[src/rtl/keypad_scanner.sv]
// Purpose: 4x4 matrix keypad scanner; rotates column drive, debounces press/release, decodes hex, keeps two-digit history.
// Latency: 2-cycle row synchronizer, then DEBOUNCE_CYCLES stable cycles before the one-cycle key_valid pulse.
// Backpressure: none; key_valid is a single-cycle pulse the consumer must sample every cycle.
// Optional feature: define KEYPAD_REPEAT_EN to re-pulse key_valid every REPEAT_CYCLES while a key stays held.
module keypad_scanner #(
  parameter int SCAN_DIV        = 50000,
  parameter int DEBOUNCE_CYCLES = 250000,
  parameter int REPEAT_CYCLES   = 5000000
) (
  input  logic       clk,
  input  logic       reset,
  input  logic [3:0] row,
  output logic [3:0] col,
  output logic [3:0] key_code,
  output logic       key_valid,
  output logic [3:0] digit_new,
  output logic [3:0] digit_old
);

  localparam int MAX_AB = (SCAN_DIV > DEBOUNCE_CYCLES) ? SCAN_DIV : DEBOUNCE_CYCLES;
  localparam int MAX_P  = (MAX_AB > REPEAT_CYCLES) ? MAX_AB : REPEAT_CYCLES;
  localparam int CW     = ($clog2(MAX_P) > 2) ? $clog2(MAX_P) : 2;

  localparam logic [CW-1:0] SCAN_LAST   = CW'(SCAN_DIV - 1);
  localparam logic [CW-1:0] SCAN_SAMPLE = CW'(2);
  localparam logic [CW-1:0] DB_LAST     = CW'(DEBOUNCE_CYCLES - 1);
`ifdef KEYPAD_REPEAT_EN
  // Repeat pulse is registered, so fire one cycle before the period wraps.
  localparam logic [CW-1:0] REP_FIRE    = CW'(REPEAT_CYCLES - 2);
  localparam logic [CW-1:0] REP_LAST    = CW'(REPEAT_CYCLES - 1);
`endif

  typedef enum logic [2:0] {SCAN, DEBOUNCE, EMIT, HOLD, RELEASE} state_t;

  state_t        state, state_d;
  logic [CW-1:0] cnt, cnt_d;
  logic [3:0]    col_d;
  logic [1:0]    cap, cap_d;
  logic [3:0]    rows_meta, rows_s;
  logic          cap_bit;
  logic          emit_d;
  logic [1:0]    col_idx;
  logic [1:0]    low_row;
  logic [3:0]    dec;

  function automatic logic [3:0] decode(input logic [1:0] r, input logic [1:0] c);
    logic [3:0] k;
    case ({r, c})
      4'b00_00: k = 4'h1;  4'b00_01: k = 4'h2;  4'b00_10: k = 4'h3;  4'b00_11: k = 4'hA;
      4'b01_00: k = 4'h4;  4'b01_01: k = 4'h5;  4'b01_10: k = 4'h6;  4'b01_11: k = 4'hB;
      4'b10_00: k = 4'h7;  4'b10_01: k = 4'h8;  4'b10_10: k = 4'h9;  4'b10_11: k = 4'hC;
      default:  k = (c == 2'd0) ? 4'hE : (c == 2'd1) ? 4'h0 : (c == 2'd2) ? 4'hF : 4'hD;
    endcase
    return k;
  endfunction

  // Two-flop synchronizer for the asynchronous row inputs.
  always_ff @(posedge clk or negedge reset) begin
    if (!reset) begin
      rows_meta <= 4'b0000;
      rows_s    <= 4'b0000;
    end else begin
      rows_meta <= row;
      rows_s    <= rows_meta;
    end
  end

  // Helpers: captured row level, column index, lowest pressed row, decoded key.
  always_comb begin
    cap_bit = rows_s[cap];
    col_idx = col[1] ? 2'd1 : col[2] ? 2'd2 : col[3] ? 2'd3 : 2'd0;
    low_row = rows_s[0] ? 2'd0 : rows_s[1] ? 2'd1 : rows_s[2] ? 2'd2 : 2'd3;
    dec     = decode(cap, col_idx);
  end

  // Scanner state register, shared counter, column drive and captured row.
  always_ff @(posedge clk or negedge reset) begin
    if (!reset) begin
      state <= SCAN;
      cnt   <= '0;
      col   <= 4'b0001;
      cap   <= 2'd0;
    end else begin
      state <= state_d;
      cnt   <= cnt_d;
      col   <= col_d;
      cap   <= cap_d;
    end
  end

  // Next-state logic; the counter clears on every state change.
  always_comb begin
    state_d = state;
    cnt_d   = cnt;
    col_d   = col;
    cap_d   = cap;
    emit_d  = 1'b0;
    case (state)
      SCAN: begin
        if (cnt >= SCAN_SAMPLE && rows_s != 4'b0000) begin
          state_d = DEBOUNCE;
          cnt_d   = '0;
          cap_d   = low_row;
        end else if (cnt == SCAN_LAST) begin
          cnt_d = '0;
          col_d = {col[2:0], col[3]};
        end else begin
          cnt_d = cnt + CW'(1);
        end
      end
      DEBOUNCE: begin
        if (!cap_bit) begin
          state_d = SCAN;
          cnt_d   = '0;
          col_d   = {col[2:0], col[3]};
        end else if (cnt == DB_LAST) begin
          state_d = EMIT;
          cnt_d   = '0;
          emit_d  = 1'b1;
        end else begin
          cnt_d = cnt + CW'(1);
        end
      end
      EMIT: begin
        state_d = HOLD;
        cnt_d   = '0;
      end
      HOLD: begin
        if (!cap_bit) begin
          state_d = RELEASE;
          cnt_d   = '0;
        end
`ifdef KEYPAD_REPEAT_EN
        else begin
          cnt_d  = (cnt == REP_LAST) ? '0 : cnt + CW'(1);
          emit_d = (cnt == REP_FIRE);
        end
`endif
      end
      RELEASE: begin
        if (cap_bit) begin
          cnt_d = '0;
        end else if (cnt == DB_LAST) begin
          state_d = SCAN;
          cnt_d   = '0;
          col_d   = {col[2:0], col[3]};
        end else begin
          cnt_d = cnt + CW'(1);
        end
      end
      default: begin
        state_d = SCAN;
        cnt_d   = '0;
      end
    endcase
  end

  // Outputs load on the edge entering the pulse cycle so code, digits and key_valid appear together.
  always_ff @(posedge clk or negedge reset) begin
    if (!reset) begin
      key_valid <= 1'b0;
      key_code  <= 4'h0;
      digit_new <= 4'h0;
      digit_old <= 4'h0;
    end else begin
      key_valid <= emit_d;
      if (emit_d) begin
        key_code  <= dec;
        digit_new <= dec;
        digit_old <= digit_new;
      end
    end
  end

endmodule

[config.mk]
export PLATFORM = sky130hd
export DESIGN_NAME = keypad_scanner
export DESIGN_NICKNAME = d
export VERILOG_FILES = /design/src/rtl/keypad_scanner.sv
export SDC_FILE = /design/constraint.sdc
export NUM_CORES = 1
export LEC_CHECK = 0
export BUFFER_PORTS_ARGS = -buffer_cell sky130_fd_sc_hd__buf_2
export CAP_MARGIN = 20
export CORE_UTILIZATION = 45
export DETAILED_ROUTE_END_ITERATION = 10
export MAX_ROUTING_LAYER = met4
export PLACE_DENSITY = 0.62
export SYNTH_ARGS = -nofsm -noshare
export SYNTH_HDL_FRONTEND = slang
export SYNTH_SLANG_ARGS = --single-unit
[constraint.sdc]
create_clock -name clk -period 2.9 [get_ports clk]
set_clock_uncertainty 0.05 [all_clocks]
set_input_delay 0.29 -clock clk [delete_from_list [all_inputs] [get_ports clk]]
set_output_delay 0.29 -clock clk [all_outputs]
set_load 0.01 [all_outputs]
==> impl_results.md <==
- Status: finished, final reports clean
- Number of endpoints with negative hold slack in the final report: 0
- Number of failing setup endpoints in the final timing report: 0
- Required time of the critical path: 3.08 ns
- Flip-flop cell with the highest count after synthesis: sky130_fd_sc_hd__dfrtp_1
- Number of nets in the final layout: 285
- Number of violations reported at the end of detailed-routing iteration 0: 149
- RSZ-0062 raised after global routing: no
- Category of the worst setup path capture point: register
- H-tree levels: 2
- Setup crit start kind: register
- Clock edge transition at the registers on the reported setup and hold paths: about 0.090 ns
- Post-route antenna net violation count: 0
- Via density per instance: 5.739
- Mux contribution to synthesized area: 0.06535
- Synth unique cells: 45
- Syn_area_per_cell: 9.911 um2
- Leakage power: 1.271 nW
- Most frequent standard cell in the layout excluding fill and tap cells: sky130_fd_sc_hd__dfrtp_1
- Count of antenna diodes in the layout: 0
- Port Buffer Count: 22
- Worst-Margin Slew: ~0.88 ns
- Adder-Cell Fraction of Synth Area: 0.009901
- CORE AREA: ~5300 um2
- Post-synthesis share of cell area spent on xor and xnor gates: 0
- Critical path class: register to register
- Die footprint: 5921 um2
- Arrival time at the worst endpoint: 2.84 ns
- Fraction of final layout cells sized beyond drive strength 1: 0.2122
- Maximum number of pins on one net before global-route repair: 50
- Number of vias after detailed routing: approximately 2.0k
- Row cnt: 26
- Number of global-route vias before repair: around 1.9k
- Worst VDD drop: 0.4588 mV
- P&R area growth vs syn: 11.29%
- First-pass iteration count of the detailed router: 4
- Total Neg Setup Slack: 0 ns
- Max Cap Violations: 0
- Largest family of logic cells by synthesized area: simple AND/OR/NAND/NOR gates
- Root buffer selected by CTS: sky130_fd_sc_hd__clkbuf_8
- Clock tree buffer depth: 2
- Type of the most critical hold path: input port to register
- Pwr/cell area: just over 600 nW/um2
- # IOs: 23
- Pins over their slew limit: 0
- Simple-gate area share of the yosys netlist: 0.2530
- Effective utilization at floorplan: 0.4796
- Number of synthesized flops with an enable pin: 0
- Count of yosys warnings during synthesis: 0
- Post-synth top area share: 0.4752
- Clock latency reported for the late side of the worst-skew pair: roughly 0.30 ns
- Post-synthesis cell area: 2527 um2
- Largest fanout on the critical path: 20
- Sequential element share of the synthesized area: 0.4856
- Cell type with the highest aggregate area in the netlist: sky130_fd_sc_hd__dfrtp_1
- Height of the chip: 76.95 um
- Number of instances in the synthesized netlist: 255
- Total clock buffers created by CTS: 5
- Most frequent cells in the layout: sky130_fd_sc_hd__dfrtp_1 (48), sky130_fd_sc_hd__o21ai_0 (33), sky130_fd_sc_hd__buf_2 (22)
- Clock tree from TritonCTS: yes
- Async set or reset register ratio after synthesis: 1.000
- Average detailed-routed wire length per instance: 14.61 um
- Antenna violations before repair: 0
- Fraction of the cycle the final worst path needs: 0.9185
- Clock sinks: roughly 50
- Slew HR: 0.4091
- Final routed DRC violation total: 0
- Wirelength, routed: approximately 5 mm
- Top post-synthesis cells by area: sky130_fd_sc_hd__dfrtp_1 (48%), sky130_fd_sc_hd__o21ai_0 (6.5%), sky130_fd_sc_hd__mux2_2 (4.5%)
- Synth Area in Compound Gates: 0.1455
- Overall power consumption: 1.740 mW
- Crit path time final: 2.664 ns
- Routability congestion estimate from global placement: between 0.8 and 0.9
- Post-DP HPWL: around 3.5 mm
- Width of the chip: 76.95 um
- Post-Syn Nets: 263
- Global-route wire length before repair: 8.928 mm
- #FFs+latches synth: 49
- GRT Residual Overflow: 0
- Gr usage total: 0.1973
- Achievable clock frequency: 0.3754 GHz
path summary, 6_finish.rpt:
check,from,end,cells after the start,slack (ns)
hold / removal,row[3],rows_meta[3],1,0.04
hold reg to reg,rows_meta[3],rows_s[3],0,0.30
max in group asynchronous,reset,cnt[0],3,1.85
min in group asynchronous,reset,cnt[2],2,0.43
setup / recovery,cnt[0],cnt[21],9,0.24
setup reg to reg,cnt[0],cnt[21],9,0.24
flip-flops by register name (all words and copies together) (netlist names):
register and flops:
rows_meta 4, cap 2, cnt 23, digit_new 4, key_valid 1, state 3, rows_s 4, col 4
digit_old 4
worst max-delay path, cell delays in order (launching register included):
cell and delay [ns]:
sky130_fd_sc_hd__dfrtp_1 0.42, sky130_fd_sc_hd__inv_1 0.06, sky130_fd_sc_hd__ha_1 0.18, sky130_fd_sc_hd__or4_1 0.45, sky130_fd_sc_hd__or4_1 0.40, sky130_fd_sc_hd__a2bb2oi_1 0.18
sky130_fd_sc_hd__o22a_1 0.21, sky130_fd_sc_hd__buf_4 0.21, sky130_fd_sc_hd__or3_1 0.36, sky130_fd_sc_hd__o21ai_1 0.08
power by group:
part / total, mW / switching (mW) / internal (mW)
Combinational: 0.532 / 0.321 / 0.211
Clock: 0.420 / 0.226 / 0.194
Sequential: 0.788 / 0.0628 / 0.726
metrics by stage:
step / utilization / cells / instance area [um2] / setup WS (ns) / hold WS [ns]
global route: 0.5337 / 348 / 2813 / 0.1030 / 0.01657
global placement: 0.5097 / 338 / 2686 / 0.3365 / 0.2825
detailed placement: 0.5097 / 338 / 2686 / 0.2582 / 0.2871
floorplan: - / 255 / 2527 / 0.4344 / -0.05559
finish: 0.5337 / 348 / 2813 / 0.2364 / 0.04297
CTS: 0.5280 / 346 / 2783 / 0.2201 / 0.02891
kinds of logic after synthesis:
family / count (synthesis)
AOI/OAI and AO/OA: 60
and+or+nand+nor: 111
muxes: 14
DFF: 49
adders and majority gates: 2
buffers and inverters: 19
cell usage after synthesis (3+ instances only):
| cell type | instances |
|---|---|
| sky130_fd_sc_hd__and4_1 | 3 |
| sky130_fd_sc_hd__and2_1 | 6 |
| sky130_fd_sc_hd__a21oi_1 | 4 |
| sky130_fd_sc_hd__buf_4 | 4 |
| sky130_fd_sc_hd__nor2b_1 | 3 |
| sky130_fd_sc_hd__a21o_1 | 5 |
| sky130_fd_sc_hd__inv_1 | 3 |
| sky130_fd_sc_hd__nor3_2 | 5 |
| sky130_fd_sc_hd__clkbuf_1 | 9 |
| sky130_fd_sc_hd__nor4_1 | 6 |
| sky130_fd_sc_hd__and3_1 | 3 |
| sky130_fd_sc_hd__o21ai_0 | 33 |
| sky130_fd_sc_hd__mux2i_1 | 3 |
| sky130_fd_sc_hd__or3_1 | 11 |
| sky130_fd_sc_hd__nand2_1 | 21 |
| sky130_fd_sc_hd__dfrtp_1 | 48 |
| sky130_fd_sc_hd__nor3_1 | 5 |
| sky130_fd_sc_hd__nand4_1 | 7 |
| sky130_fd_sc_hd__nor3b_1 | 4 |
| sky130_fd_sc_hd__nand3_1 | 17 |
| sky130_fd_sc_hd__mux2_2 | 10 |
| sky130_fd_sc_hd__nor2_1 | 14 |
| sky130_fd_sc_hd__o32ai_1 | 3 |
layer usage:
| layer | vias to the layer above | GRT usage | part of all wire |
|---|---|---|---|
| met5 | - | - | 0 |
| met4 | 0 | 0.07692 | 0.019 |
| met3 | 11 | 0.03810 | 0.025 |
| met2 | 30 | 0.2714 | 0.43 |
| met1 | 963 | 0.2847 | 0.52 |
| li1 | 993 | - | - |
repair_timing:
action	in CTS	in global routing
resized for setup	0	0
hold buffers	0	1
endpoints found under the setup margin	0	0
endpoints found under the hold margin	0	19
buffers inserted	0	0
final cells by class:
class | instances | area [um2]
inverter | 3 | 11.26
clock inverter | 2 | 13.76
tap | 70 | 87.58
fill | 490 | 2457
sequential | 49 | 1227
timing repair buffer | 31 | 192.7
clock buffer | 6 | 82.58
multi-input combinational | 187 | 1197
No activity file was read; power rests on OpenSTA's default activity.
